### src/rtl/aes_seq_ctrl.sv
// rtl/aes_seq_ctrl.sv - byte-serial AES-128 schedule sequencer
module aes_seq_ctrl #(
  parameter int NR = 10
) (
  input  logic       clk,
  input  logic       rst,
  input  logic       start,
  input  logic       key_ready,
  input  logic       pt_ready,
  output logic       key_start,
  output logic       pt_start,
  output logic       ark_en,
  output logic       ks_en,
  output logic       sb_en,
  output logic       mc_en,
  output logic [3:0] byte_idx,
  output logic [3:0] round,
  output logic       out_valid,
  output logic       busy,
  output logic       done
);

  typedef enum logic [2:0] {
    IDLE = 3'd0,
    LDK  = 3'd1,
    LDP  = 3'd2,
    ARK  = 3'd3,
    KS   = 3'd4,
    SB   = 3'd5,
    MC   = 3'd6,
    DONE = 3'd7
  } state_t;

  localparam logic [3:0] NR_L = 4'(NR);

  state_t     state, state_nxt;
  logic [3:0] round_nxt, byte_idx_nxt;
  logic       ld_first, ld_first_nxt;
  logic       counting;

  always_ff @(posedge clk or negedge rst) begin
    if (!rst) begin
      state    <= IDLE;
      round    <= 4'd0;
      byte_idx <= 4'd0;
      ld_first <= 1'b0;
    end else begin
      state    <= state_nxt;
      round    <= round_nxt;
      byte_idx <= byte_idx_nxt;
      ld_first <= ld_first_nxt;
    end
  end

  // ld_first marks the launch-pulse cycle of LDK/LDP; ready is ignored there
  always_comb begin
    state_nxt    = state;
    round_nxt    = round;
    ld_first_nxt = 1'b0;
    case (state)
      IDLE: if (start) begin
        state_nxt    = LDK;
        round_nxt    = 4'd0;
        ld_first_nxt = 1'b1;
      end
      LDK: if (!ld_first && key_ready) begin
        state_nxt    = LDP;
        ld_first_nxt = 1'b1;
      end
      LDP: if (!ld_first && pt_ready) state_nxt = ARK;
      ARK: if (byte_idx == 4'd15) begin
        if (round == NR_L) begin
          state_nxt = DONE;
        end else begin
          state_nxt = KS;
          round_nxt = round + 4'd1;
        end
      end
      KS: if (byte_idx == 4'd3) state_nxt = SB;
      SB: if (byte_idx == 4'd15) state_nxt = (round < NR_L) ? MC : ARK;
      MC: if (byte_idx == 4'd3) state_nxt = ARK;
      DONE: begin
        state_nxt = IDLE;
        round_nxt = 4'd0;
      end
      default: begin
        state_nxt = IDLE;
        round_nxt = 4'd0;
      end
    endcase
  end

  assign counting     = (state == ARK) || (state == KS) || (state == SB) || (state == MC);
  assign byte_idx_nxt = (counting && state_nxt == state) ? byte_idx + 4'd1 : 4'd0;

  assign key_start = (state == LDK) && ld_first;
  assign pt_start  = (state == LDP) && ld_first;
  assign ark_en    = (state == ARK);
  assign ks_en     = (state == KS);
  assign sb_en     = (state == SB);
  assign mc_en     = (state == MC);
  assign out_valid = (state == ARK) && (round == NR_L);
  assign busy      = (state != IDLE);
  assign done      = (state == DONE);

endmodule

### config.mk
export PLATFORM = sky130hd
export DESIGN_NAME = aes_seq_ctrl
export DESIGN_NICKNAME = d
export VERILOG_FILES = /design/src/rtl/aes_seq_ctrl.sv
export SDC_FILE = /design/constraint.sdc
export NUM_CORES = 1
export LEC_CHECK = 0
export CORE_MARGIN = 2
export CORE_UTILIZATION = 50
export CTS_CLUSTER_DIAMETER = 200
export DETAILED_ROUTE_END_ITERATION = 7
export PLACE_DENSITY = 0.92
export SYNTH_ARGS = -nofsm -noshare
export SYNTH_HDL_FRONTEND = slang
export SYNTH_SLANG_ARGS = --single-unit
### constraint.sdc
create_clock -name clk -period 3.9 [get_ports clk]
set_input_delay 0.975 -clock clk [delete_from_list [all_inputs] [get_ports clk]]
set_output_delay 0.975 -clock clk [all_outputs]
set_load 0.02 [all_outputs]
=== Word level (Yosys, flattened, before mapping) ===
Cells that the tools add are included.

* Logic and storage cells: 53
* Register bits: 12
* Output and inout bits: 17
* Bits of input ports: 5

* Magnitude comparators: 1
* $add $sub $neg: 2
* Reductions and logical operators: 14
* Multiplexer cells: 18
* Equality and inequality tests: 14

{| class="wikitable"
|+ Operators by type and width
! kind !! number
|-
| $mux W3 || 8
|-
| $pmux W3 S8 || 1
|-
| $mux W4 || 4
|-
| $eq A3 B3 Y1 const B || 4
|-
| $pmux W4 S3 || 1
|-
| $add A4 B1 Y4 const B || 2
|-
| $eq A4 B4 Y1 const B || 2
|-
| $eq A3 B2 Y1 const B || 2
|-
| $logic_and A1 B1 Y1 || 6
|-
| $reduce_bool A3 Y1 || 2
|-
| $eq A4 B2 Y1 const B || 1
|-
| $lt A4 B4 Y1 const B || 1
|-
| $ne A2 B2 Y1 const B || 2
|-
| $reduce_and A4 Y1 || 1
|-
| $eq A3 B1 Y1 const B || 1
|-
| $eq A3 B3 Y1 || 1
|-
| $logic_not A3 Y1 || 1
|-
| $logic_or A1 B1 Y1 || 3
|-
| $mux W1 || 2
|-
| $mux W2 || 1
|-
| $ne A2 B1 Y1 const B || 1
|-
| $pmux W1 S2 || 1
|-
| $logic_not A1 Y1 || 1
|}

=== Longest topological paths before layout ===
Gate-level depths: netlist of run 1.

* Depth after elaboration: 7
* Depth in mapped cells: 6
* Mapped depth without buffers: 6

=== Worst setup path before layout of run 1 ===
Ideal clock, no wire load.

* Path kind: register -> output
* Start point: register state[2]
* End point: output port pt_start
* Arrival time: 1.372 ns
* Stages on the path, launching flop included: 3
* Path buffers: 1
* Path slack: 1.553 ns
* Required time: 2.925 ns
* Cell sequence: dfrtp_1 -> buf_2 -> nor4b_1

* Word-level cells in the longest chain between the ends: 2

{| class="wikitable"
|+ Ends and longest elaborated chain
! element !! line !! text
|-
| start, declared || 36 || <nowiki>state_t state, state_nxt;</nowiki>
|-
| start signal, assigned || 48 || <nowiki>state <= state_nxt;</nowiki>
|-
| $eq A3 B2 Y1 || 97 || <nowiki>assign pt_start = (state == LDP) && ld_first;</nowiki>
|-
| $logic_and A1 B1 Y1 || 97 ||
|-
| end, declared || 11 || <nowiki>output logic pt_start,</nowiki>
|}

Every way passes these cells.

=== Final worst setup path of run 1 ===
* Start point: register state[0]
* End point: output port sb_en

* Word-level cells in the longest chain between the ends: 1

{| class="wikitable"
|+ Ends and longest elaborated chain
! element !! line !! text
|-
| $eq A3 B3 Y1 || 100 || <nowiki>assign sb_en = (state == SB);</nowiki>
|-
| end, declared || 14 || <nowiki>output logic sb_en,</nowiki>
|}

Every way passes these cells.

==> results of run 1 <==
## worst max path at each step
stage           endpoint      from
6_report           sb_en  state[0]
2_1_floorplan   pt_start  state[2]
3_5_place_dp       sb_en  state[0]
4_1_cts        out_valid  state[2]
3_3_place_gp      ark_en  state[2]
5_1_grt            sb_en  state[0]
## cell usage after synthesis (all sizes together)
master / n
dfrtp: 12
nor2: 10
inv: 8
and3: 5
buf: 5
nand2: 4
nand3: 4
nor3: 4
o21ai: 4
ha: 3
a21oi: 2
and2: 2
mux2i: 2
nand3b: 2
nor2b: 2
or3: 2
xnor2: 2
xor2: 2
a21boi: 1
a221oi: 1
a222oi: 1
a31o: 1
a31oi: 1
a32o: 1
nand4: 1
nand4bb: 1
nor4b: 1
o2111ai: 1
o21bai: 1
o221ai: 1
o22a: 1
o22ai: 1
o32a: 1
## cell type report
type | instances | area, um2
fillers | 133 | 475
multi-input cells | 65 | 469
flip-flops and latches | 12 | 300
repair buffers | 21 | 210
clock buffers | 4 | 36.3
inverters | 8 | 30.0
well taps | 16 | 20.0
## cells by family after synthesis
group / Yosys count
AO/OA/AOI/OAI: 18
XOR/XNOR: 4
adder cells (fa/ha/maj): 3
buffers and inverters: 13
flip-flops: 12
multiplexers: 2
AND/OR/NAND/NOR: 38
## worst max-delay path: cells and delay by family, from the launching register on
kind	cells	cell delay [ps]
buffers and inverters	1	610
flip-flops	1	580
AND/OR/NAND/NOR	2	530
## metrics by stage
stage | hold WS [ps] | area (um2) | power (mW)
floorplan | 564 | 833 | 0.618
global placement | 480 | 1030 | 0.767
detailed placement | 481 | 1030 | 0.784
CTS | 493 | 1070 | 0.889
global route | 522 | 1070 | 0.953
finish | 493 | 1070 | 0.889
## metal layers
layer	vias up	track usage [%]	wire length, um	share of wire (%)
li1	359	-	-	-
met1	359	31.0	887	45
met2	37	33.0	892	46
met3	4	5.60	150	7.7
met4	0	12.4	28	1.4
met5	-	0	0	0
## state kept, by name, indices dropped and copies added, names as in the netlist
signal,cells
state,3
byte_idx,4
round,4
ld_first,1
## report_power, final
part           total [mW]  switching [mW]  internal [mW]
Combinational       0.504           0.270          0.233
Sequential          0.284           0.104          0.180
Clock               0.101          0.0445         0.0569
==> metrics.txt, run 1 <==
Post-Synth Adder-Cell Area 4.50%; TritonCTS clock tree done; final HPWL from detailed placement 1.42 mm; area of the core region 1540 um2; Synth area leader dfrtp_1; synthesized-area fraction occupied by xor and xnor cells 4.20%; number of antenna violations at the first check in global routing 0; result of the run completed; category of the most critical setup path flip-flop to output port; worst rel slew slack 63.4%; worst setup timing slack at the placement stage 1270 ps; most frequent cells in the layout clkdlybuf4s50_1, dfrtp_1, nor2_1; drt via density 6.02; clock skew after layout 7.97 ps; r2r startpoint byte_idx[0]; number of buffers added on ports 21; Power per Cell Area 834 nW/um2; total number of H-tree levels 1; Hold Crit Endpoint byte_idx[0]; net total in the final layout 119; largest net degree at the start of global routing 18; total placed cells including tap cells 122; row count 14; number of instances in the synthesized netlist 90; initial cell density of the core 54.1%; post-synthesis mux area share 2.40%; final wirelength 1.96 mm; unrepaired setup endpoints after global routing no; Post-Route Setup TNS 0 ps; count of maximum capacitance violations 0; global-route usage over all layers 22.7%; hold_buf cts 0; Crit path arrival time 1990 ps; reg2reg end byte_idx[3]; crit path max-delay cell type clkdlybuf4s50_1; DIE HEIGHT 44.8 um; leading cell types by total area after synthesis dfrtp_1, ha_1, nor2_1; per-cell routed wire length 15.5 um; part of the cycle the worst path needs 76.2%; GP Congestion 0.917; number of cell instances on the worst register-to-register path 5; area fraction in and, or, nand and nor cells after synthesis 26.4%; number of global-route vias before repair 659; Worst-Margin Slew 547 ps; type of the most critical hold path flip-flop to flip-flop; critical path data required time 2920 ps; CP peak stage delay 610 ps; DRC violations left 0; insertion delay to the later sink of the worst-skew pair 280 ps; synthesized area divided by synthesized cell count 9.26 um2; Post-Synthesis Cell Area 833 um2; total setup buffers inserted after CTS 0; Max clock buf depth 2; total nets after synthesis 98; Clock Sinks 12; count of distinct cell types in the synthesized netlist 37; diode count 0; Leakage 0.489 nW; vias 759; clock-pin slew on the worst setup and hold paths 70 ps; PostCTS Resize Cnt 0; sum of overflow across all layers after global routing 0; Num CTS Buffers 3; post-route core utilization 69.2%; shortest period the worst path allows 2970 ps; proportion of synthesized chip area in sequential cells 36.0%; area share of the largest cell type after synthesis 36.0%; final cell count without fillers 126; wire length of the first global-routing pass 3.15 mm; share of post-route cells with drive strength above 1 10.0%; final max-slew violation count 0; count of warnings emitted by yosys 0; CP cell instances nor2b_1 > and2_1 > clkdlybuf4s50_1; compound-gate portion of the synthesized area 18.8%; crit path launch type flip-flop; most common cell after layout, fill and taps aside clkdlybuf4s50_1; top-level port count 22; largest family of logic cells by synthesized area simple AND/OR/NAND/NOR gates; clock root buffer master clkbuf_4; 1st-iter DRT viols 36; type of destination of the critical path output port; Setup WS post-layout 930 ps; final hold violations 0; remaining antenna violation count after routing 0; Die Outline Area 2010 um2; area growth from synthesis to final layout 27.9%; fmax 337 MHz; maximum fanout count along the critical path 14; Hold Path Cell Cnt 1; Reg2Reg Setup Slack 2260 ps; final setup fails 0; hold wc startpoint byte_idx[0]; number of optimization iterations in the first detailed-route pass 4; peak supply drop 0.502 mV; die width 44.8 um; count of state elements after synthesis 12
Power figures use the tool's default switching activity.
==> inputs of run 2 (changes only) <==
Settings changed: CORE_UTILIZATION 50 to 42, PLACE_DENSITY 0.92 to 0.83.
Clock period 3.9 ns to 2.65 ns, I/O delays scaled along.
==> metrics.txt, run 2 (synthesized netlist as in run 1, its figures left out) <==
area of the core region 1920 um2 (was 1540 um2); Clock Sinks 12 (unchanged); final wirelength 1.86 mm (was 1.96 mm); count of maximum capacitance violations 0 (unchanged); net total in the final layout 119 (unchanged); number of buffers added on ports 21 (unchanged); GP Congestion 0.807 (was 0.917); crit path launch type flip-flop (unchanged); wire length of the first global-routing pass 3.15 mm (unchanged); Post-Route Setup TNS 0 ps (unchanged); category of the most critical setup path flip-flop to output port (unchanged); total placed cells including tap cells 133 (was 122); Max clock buf depth 2 (unchanged); clock root buffer master clkbuf_4 (unchanged); remaining antenna violation count after routing 0 (unchanged); final setup fails 0 (unchanged); share of post-route cells with drive strength above 1 11.0% (was 10.0%); result of the run completed (unchanged); final cell count without fillers 136 (was 126); part of the cycle the worst path needs 96.2%; initial cell density of the core 43.4% (was 54.1%); DRC violations left 0 (unchanged); worst rel slew slack 62.8% (was 63.4%); largest net degree at the start of global routing 18 (unchanged); die width 48.5 um (was 44.8 um); unrepaired setup endpoints after global routing no (unchanged); area growth from synthesis to final layout 28.2% (was 27.9%); sum of overflow across all layers after global routing 0 (unchanged); final max-slew violation count 0 (unchanged); insertion delay to the later sink of the worst-skew pair 280 ps (about the same); most common cell after layout, fill and taps aside clkdlybuf4s50_1 (unchanged); number of optimization iterations in the first detailed-route pass 4 (unchanged); maximum fanout count along the critical path 12 (was 14); number of antenna violations at the first check in global routing 0 (unchanged); Die Outline Area 2360 um2 (was 2010 um2); diode count 0 (unchanged); final HPWL from detailed placement 1.36 mm (was 1.42 mm); clock skew after layout 1.20 ps (was 7.97 ps); Leakage 0.480 nW (was 0.489 nW); crit path max-delay cell type clkdlybuf4s50_1 (unchanged); row count 16 (was 14); final hold violations 0 (unchanged); per-cell routed wire length 13.7 um (was 15.5 um); shortest period the worst path allows 2550 ps; fill cell count 180 (was 133); vias 742 (was 759); DIE HEIGHT 48.5 um (was 44.8 um); number of global-route vias before repair 669 (was 659); global-route usage over all layers 17.3% (was 22.7%); Power per Cell Area 1190 nW/um2 (was 834 nW/um2); CP cell instances inv_1 > nor4b_1 > clkdlybuf4s50_1 (was nor2b_1 > and2_1 > clkdlybuf4s50_1); most frequent cells in the layout clkdlybuf4s50_1, nor2_1, dfrtp_1 (was clkdlybuf4s50_1, dfrtp_1, nor2_1); TritonCTS clock tree done (unchanged); Crit path arrival time 1890 ps (was 1990 ps); largest registers byte_idx (4), round (4), state (3) (unchanged); drt via density 5.46 (was 6.02); top-level port count 22 (unchanged); Worst-Margin Slew 557 ps (was 547 ps); 1st-iter DRT viols 25 (was 36); type of the most critical hold path flip-flop to flip-flop (unchanged); fmax 392 MHz; clock-pin slew on the worst setup and hold paths 70 ps (about the same); Num CTS Buffers 3 (unchanged); CP peak stage delay 650 ps (was 610 ps); total number of H-tree levels 1 (unchanged); type of destination of the critical path output port (unchanged); peak supply drop 0.632 mV (was 0.502 mV); critical path data required time 1990 ps (was 2920 ps)
[run 2: changes by cell type in the layout (fill, tap and decap cells not counted), sizes merged]
cell,before,now
clkbuf,4,3
[run 2: worst max-delay path, delay by kind of cell, from the launching register on]
| kind | cells | cell delay (ps) |
|---|---|---|
| DFF | 1 | 530 |
| and+or+nand+nor | 1 | 260 |
| buffers and inverters | 2 | 810 |
[run 2: worst paths after layout]
check,end,slack (ps),startpoint,cells after the start
hold reg to reg,byte_idx[0],490,byte_idx[0],1
min in group asynchronous,byte_idx[2],740,rst,1
setup reg to reg,state[1],1000,byte_idx[0],4
setup / recovery,pt_start,100,state[1],3
max in group asynchronous,state[0],1510,rst,1
hold / removal,byte_idx[0],490,byte_idx[0],1
[run 2: cell type report]
class / instances / area [um2] / share of cell area [%]
inverter: 8 / 30.0 / 2.81
sequential: 12 / 303 / 28.3
timing repair buffer: 21 / 210 / 19.7
multi-input combinational: 65 / 469 / 43.9
clock buffer: 3 / 22.5 / 2.11
tap: 27 / 33.8 / 3.16
[run 2: power by group]
| group | switching, mW | internal (mW) | total (mW) |
|---|---|---|---|
| Sequential | 0.149 | 0.268 | 0.417 |
| Clock | 0.0610 | 0.0529 | 0.114 |
| Combinational | 0.399 | 0.343 | 0.742 |
| Total | 0.609 | 0.664 | 1.27 |
[run 2: per-layer routing]
metal	vias to the layer above	share of wire, %	GRT usage (%)
met1	331	44	21.6
met3	9	8.1	4.94
met2	41	44	25.7
met5	-	0	0
li1	361	-	-
met4	0	4.1	12.4
[run 2: per-stage QoR]
step                      util [%]  hold WS [ps]  power, mW  worst slack (ps)  area (um2)
after floorplan                  -           367      0.910               616         833
final                         55.6           493       1.27               101        1070
after global routing          55.6           533       1.37              34.4        1070
after detailed placement      54.3           491       1.15               339        1040
after CTS                     55.5           501       1.27              24.2        1070
after global placement        54.3           472       1.13               349        1040
[run 2: repair_timing]
action                                 4_1_cts  5_1_grt
resized for setup                            0        2
endpoints found under the hold margin        0        0
setup endpoints to repair                    0        3
buffers inserted                             0        0
hold buffers                                 0        0
==> variant 1, RTL diff (config.mk and constraints of run 1) <==
The 8 states of `state_t` get a one-hot encoding in 8 bits.
--- a/src/rtl/aes_seq_ctrl.sv
+++ b/src/rtl/aes_seq_ctrl.sv
@@ -21,13 +21,13 @@
 );
 
-  typedef enum logic [2:0] {
-    IDLE = 3'd0,
-    LDK  = 3'd1,
-    LDP  = 3'd2,
-    ARK  = 3'd3,
-    KS   = 3'd4,
-    SB   = 3'd5,
-    MC   = 3'd6,
-    DONE = 3'd7
+  typedef enum logic [7:0] {
+    IDLE = 8'b00000001,
+    LDK  = 8'b00000010,
+    LDP  = 8'b00000100,
+    ARK  = 8'b00001000,
+    KS   = 8'b00010000,
+    SB   = 8'b00100000,
+    MC   = 8'b01000000,
+    DONE = 8'b10000000
   } state_t;
 
Formal check against the unedited RTL: no difference found for any inputs over 10 cycles, from zero or initial values and one cycle with rst low; not proved beyond that.
==> variant 1 against run 1 <==
Cell count is 44% higher. Worst hold slack better by 0.0038 ns. Setup slack worse by 0.66 ns. Via count grew 45%. Design area increased by 31%. Sequential cell count rose by 5. Total power fell by 33%. Count of clock-buffer cells in the layout fell by 1. Global-route usage grew 0.71 points. Wire length increased by 44%. Synthesized area rose by 41%.
==> variant 1: results (changes against run 1) <==
qor: cts.worst_skew_pair.late_latency 0.30 ns [+0.02 ns]
qor: power_and_ir_drop.p_int 354.0 uW [-25%]
qor: power_and_ir_drop.power_leakage 0.0006223 uW [+27%]
qor: worst_setup_path.critPathArrivalTime 2.65 ns [+0.66 ns]
qor: finish.design.final.nets 163 [+37%]
qor: synthesis.synth-seq-area-share 36.43% [+0.40 points]
qor: global_routing.grt.met1_usage 31.88% [+0.86 points]
qor: place.gpl.final_weighted_congestion 0.8914 [-2.8%]
qor: detailed_routing.drt-met1-wl 1255 um [+41%]
qor: sta.clock_tree_skew_after_final_layout 0.006604 ns [-0.001364 ns]
qor: global_routing.grt_antenna_before_repair 0 [unchanged]
qor: synthesis.synth_fp_nets 144 [+47%]
qor: finish.drive_above_1_share 5.844% [-4.2 points]
qor: cts.clk_pin_slew_worst_paths 0.11 ns [+0.04 ns]
qor: cts.post_cts.resized_instances 0 [unchanged]
qor: detailed_routing.vias_per_cell 6.066 [+0.70%]
qor: worst_setup_path.timing.rr.end round[3]
qor: finish.n_antenna_cell 0 [unchanged]
qor: worst_setup_path.r2r.worst_path.cells 6 [+1]
qor: power_and_ir_drop.vdd_ir_drop_max 0.3190 mV [-36%]
qor: synthesis.synth_top_area_share 34.19% [-1.8 points]
qor: finish.reg.largest.list state: 8 flops, byte_idx: 4 flops, round: 4 flops
qor: detailed_routing.drt-initial-drc-count 30 [-17%]
qor: detailed_routing.met2_length 1349 um [+51%]
qor: outcome.run_status completed
qor: global_routing.globalRouteMet2Util 37.29% [+4.2 points]
qor: min_path.min_delay_path_depth 1 [unchanged]
qor: flow_run.cap_viol_max_count 0 [unchanged]
qor: global_routing.grt_pass1_wl 4857 um [+54%]
qor: global_routing.grt.met3_usage 3.143% [-2.5 points]
qor: worst_setup_path.worst_path_dominant_cell_family simple AND/OR/NAND/NOR gates
qor: synthesis.synth.cells.most_frequent sky130_fd_sc_hd__dfrtp_1, sky130_fd_sc_hd__nor2_1, sky130_fd_sc_hd__o21ai_0
qor: finish.fillers 187 [+41%]
qor: synthesis.synth_async_sr_flop_share 100.0% [unchanged]
qor: synthesis.ys_types 50 [+35%]
qor: synthesis.most_used_standard_cell_by_instance_count_after_synthesis sky130_fd_sc_hd__dfrtp_1
qor: global_routing.global_router_s_overall_resource_usage 23.40% [+0.71 points]
qor: worst_setup_path.regToRegSetupSlack 1.68 ns [-0.58 ns]
qor: worst_setup_path.startpoint_of_the_worst_slack_reg_to_reg_timing_path state[2]
qor: detailed_routing.final_wirelength 2813 um [+44%]
qor: worst_setup_path.timing.critical_path.fanout_max 13 [-1]
qor: global_routing.grt_pass1_vias 1058 [+61%]
qor: sta.timing.max_slew.rel_slack 48.08% [-15 points]
qor: detailed_routing.met3_length 126 um [-16%]
qor: synthesis.synth_area_leaders sky130_fd_sc_hd__dfrtp_1, sky130_fd_sc_hd__nor2_1, sky130_fd_sc_hd__o21ai_0, sky130_fd_sc_hd__ha_1, sky130_fd_sc_hd__nor2b_1
qor: place.post-dp-hpwl 2144 um [+51%]
qor: place.preCtsSetupSlack 0.6170 ns [-0.6540 ns]
variant 1: cell families (layout without fill, tap and decap cells):
group	count (synthesis)	count (layout)	share of synthesized area (%)
simple gates	62	62	30.45
compound gates	34	34	19.23
flops	17	17	36.43
buf+inv	15	33	6.945
xor+xnor	5	5	3.740
fa+ha+maj	3	3	3.205
variant 1: how the worst max path moves through the flow:
stage | from | end | slack (ns)
after floorplan | state[3] | ks_en | 0.95
after global placement | state[2] | out_valid | 0.63
after detailed placement | state[2] | out_valid | 0.62
after CTS | state[2] | out_valid | 0.27
after global routing | state[2] | out_valid | 0.18
final | state[2] | out_valid | 0.27
variant 1: final cells by class:
| class | count | share of cell area, % |
|---|---|---|
| repair buffers | 21 | 15.04 |
| well taps | 28 | 2.507 |
| flip-flops and latches | 17 | 30.53 |
| multi-input cells | 104 | 47.45 |
| clock inverters | 1 | 0.3581 |
| inverters | 8 | 2.507 |
| clock buffers | 3 | 1.611 |
variant 1: power by group through the flow:
stage | registers, uW | clock network, uW | logic [uW]
6_report | 246 | 97.9 | 254
5_1_grt | 251 | 103 | 282
4_1_cts | 245 | 96.8 | 253
3_5_place_dp | 248 | 0 | 252
3_3_place_gp | 245 | 0 | 238
2_1_floorplan | 216 | 0 | 226
variant 1: through the flow:
stage	utilization [%]	cell area [um2]	std cells	power, uW	hold WS [ns]
5_1_grt	63.18	1398	182	636.4	0.5280
3_3_place_gp	61.93	1370	178	483.4	0.4729
6_report	63.18	1398	182	598.0	0.4973
2_1_floorplan	-	1171	136	441.7	0.5167
3_5_place_dp	61.93	1370	178	500.6	0.4876
4_1_cts	63.18	1398	182	594.7	0.4984
==> variant 2, RTL diff (flow settings as in run 1) <==
Made on the original files. `NR`: 10 -> 5.
--- a/src/rtl/aes_seq_ctrl.sv
+++ b/src/rtl/aes_seq_ctrl.sv
@@ -1,5 +1,5 @@
 // rtl/aes_seq_ctrl.sv - byte-serial AES-128 schedule sequencer
 module aes_seq_ctrl #(
-  parameter int NR = 10
+  parameter int NR = 5
 ) (
   input  logic       clk,
Behaviour: no difference found for any inputs over 10 cycles, from zero or initial values and one cycle with rst low; that may be too few to reach the edited logic, so the function may still have changed.
==> variant 2 against run 1 <==
Synthesized area is 4.5% higher. Setup slack worse by 0.23 ns. Wire length up 0.72%. Largest power group unchanged. Total power down 30%. Highest routed layer unchanged. Design area grew 4.5%. Synthesized cell count up 6.7%. Cell count is 5.6% higher. Sequential cell count unchanged.
==> variant 2: results (changes against run 1) <==
qor: synthesis.synth-seq-area-share 34.48% [-1.6 points]
qor: detailed_routing.drt-initial-drc-count 14 [-61%]
qor: worst_setup_path.r2r.worst_path.cells 7 [+2]
qor: power_and_ir_drop.vdd_ir_drop_max 0.3328 mV [-34%]
qor: detailed_routing.vias_per_cell 6.075 [+0.85%]
qor: worst_setup_path.timing.critical_path.slowest_stage_cell sky130_fd_sc_hd__dfrtp_1
qor: global_routing.grt_max_degree 19 [+1]
qor: synthesis.synthAdderAreaFrac 5.747% [+1.2 points]
qor: sta.timing.max_slew.rel_slack 61.65% [-1.8 points]
qor: global_routing.global_router_s_overall_resource_usage 21.94% [-0.75 points]
qor: detailed_routing.routedWlPerCell 14.83 um [-4.6%]
qor: synthesis.synth_fp_nets 105 [+7.1%]
qor: synthesis.synth_area_leaders sky130_fd_sc_hd__dfrtp_1, sky130_fd_sc_hd__ha_1, sky130_fd_sc_hd__nand2_1, sky130_fd_sc_hd__nor2_1, sky130_fd_sc_hd__o21ai_0
qor: worst_setup_path.cp_slowest_stage_delay 0.66 ns [+0.05 ns]
qor: outcome.run_status completed
qor: worst_setup_path.critPathArrivalTime 2.22 ns [+0.23 ns]
qor: synthesis.synth.cells.most_frequent sky130_fd_sc_hd__dfrtp_1, sky130_fd_sc_hd__nand2_1, sky130_fd_sc_hd__nor2_1
qor: power_and_ir_drop.power_leakage 0.0004660 uW [-4.7%]
qor: global_routing.grt_pass1_vias 698 [+5.9%]
qor: sta.max_clk_rate 312.5 MHz [-7.2%]
qor: detailed_routing.final_wirelength 1972 um [+0.72%]
qor: synthesis.multiplexer_fraction_of_the_synthesized_cell_area 1.293% [-1.1 points]
qor: worst_setup_path.timing.critical_path.fanout_max 18 [+4]
qor: place.dp_cells 129 [+5.7%]
qor: place.placedInstanceArea 1077 um2 [+4.6%]
qor: synthesis.synthesis.instances 96 [+6.7%]
qor: place.preCtsSetupSlack 1.058 ns [-0.2131 ns]
variant 2: layer usage:
layer  vias up  part of all wire (%)  track usage, %
met5         -                     0               0
met4         0                   2.2           12.00
met3         7                   5.5           5.556
met2        28                    48           32.11
met1       386                    45           29.50
li1        387                     -               -
variant 2: worst max-delay path by stage:
stage / startpoint / to / slack [ns] / cells past startpoint
after CTS: state[1] / out_valid / 0.73 / 5
final: state[1] / out_valid / 0.70 / 5
after global placement: state[1] / out_valid / 1.15 / 5
after global routing: state[1] / out_valid / 0.58 / 5
after floorplan: state[2] / key_start / 1.46 / 3
after detailed placement: state[1] / out_valid / 1.06 / 5
variant 2: area by class of cell:
cell class	instances	area (um2)
inverter	5	23.77
multi-input combinational	74	521.8
fill	143	575.6
tap	17	21.27
timing repair buffer	21	210.2
sequential	12	300.3
clock buffer	4	36.28
variant 2: power by group:
part	switching, uW	total (uW)	leakage, uW	internal [uW]
logic	154	303	0.000303	150
registers	60.3	221	0.000142	160
clock network	45.7	103	0.0000210	56.9
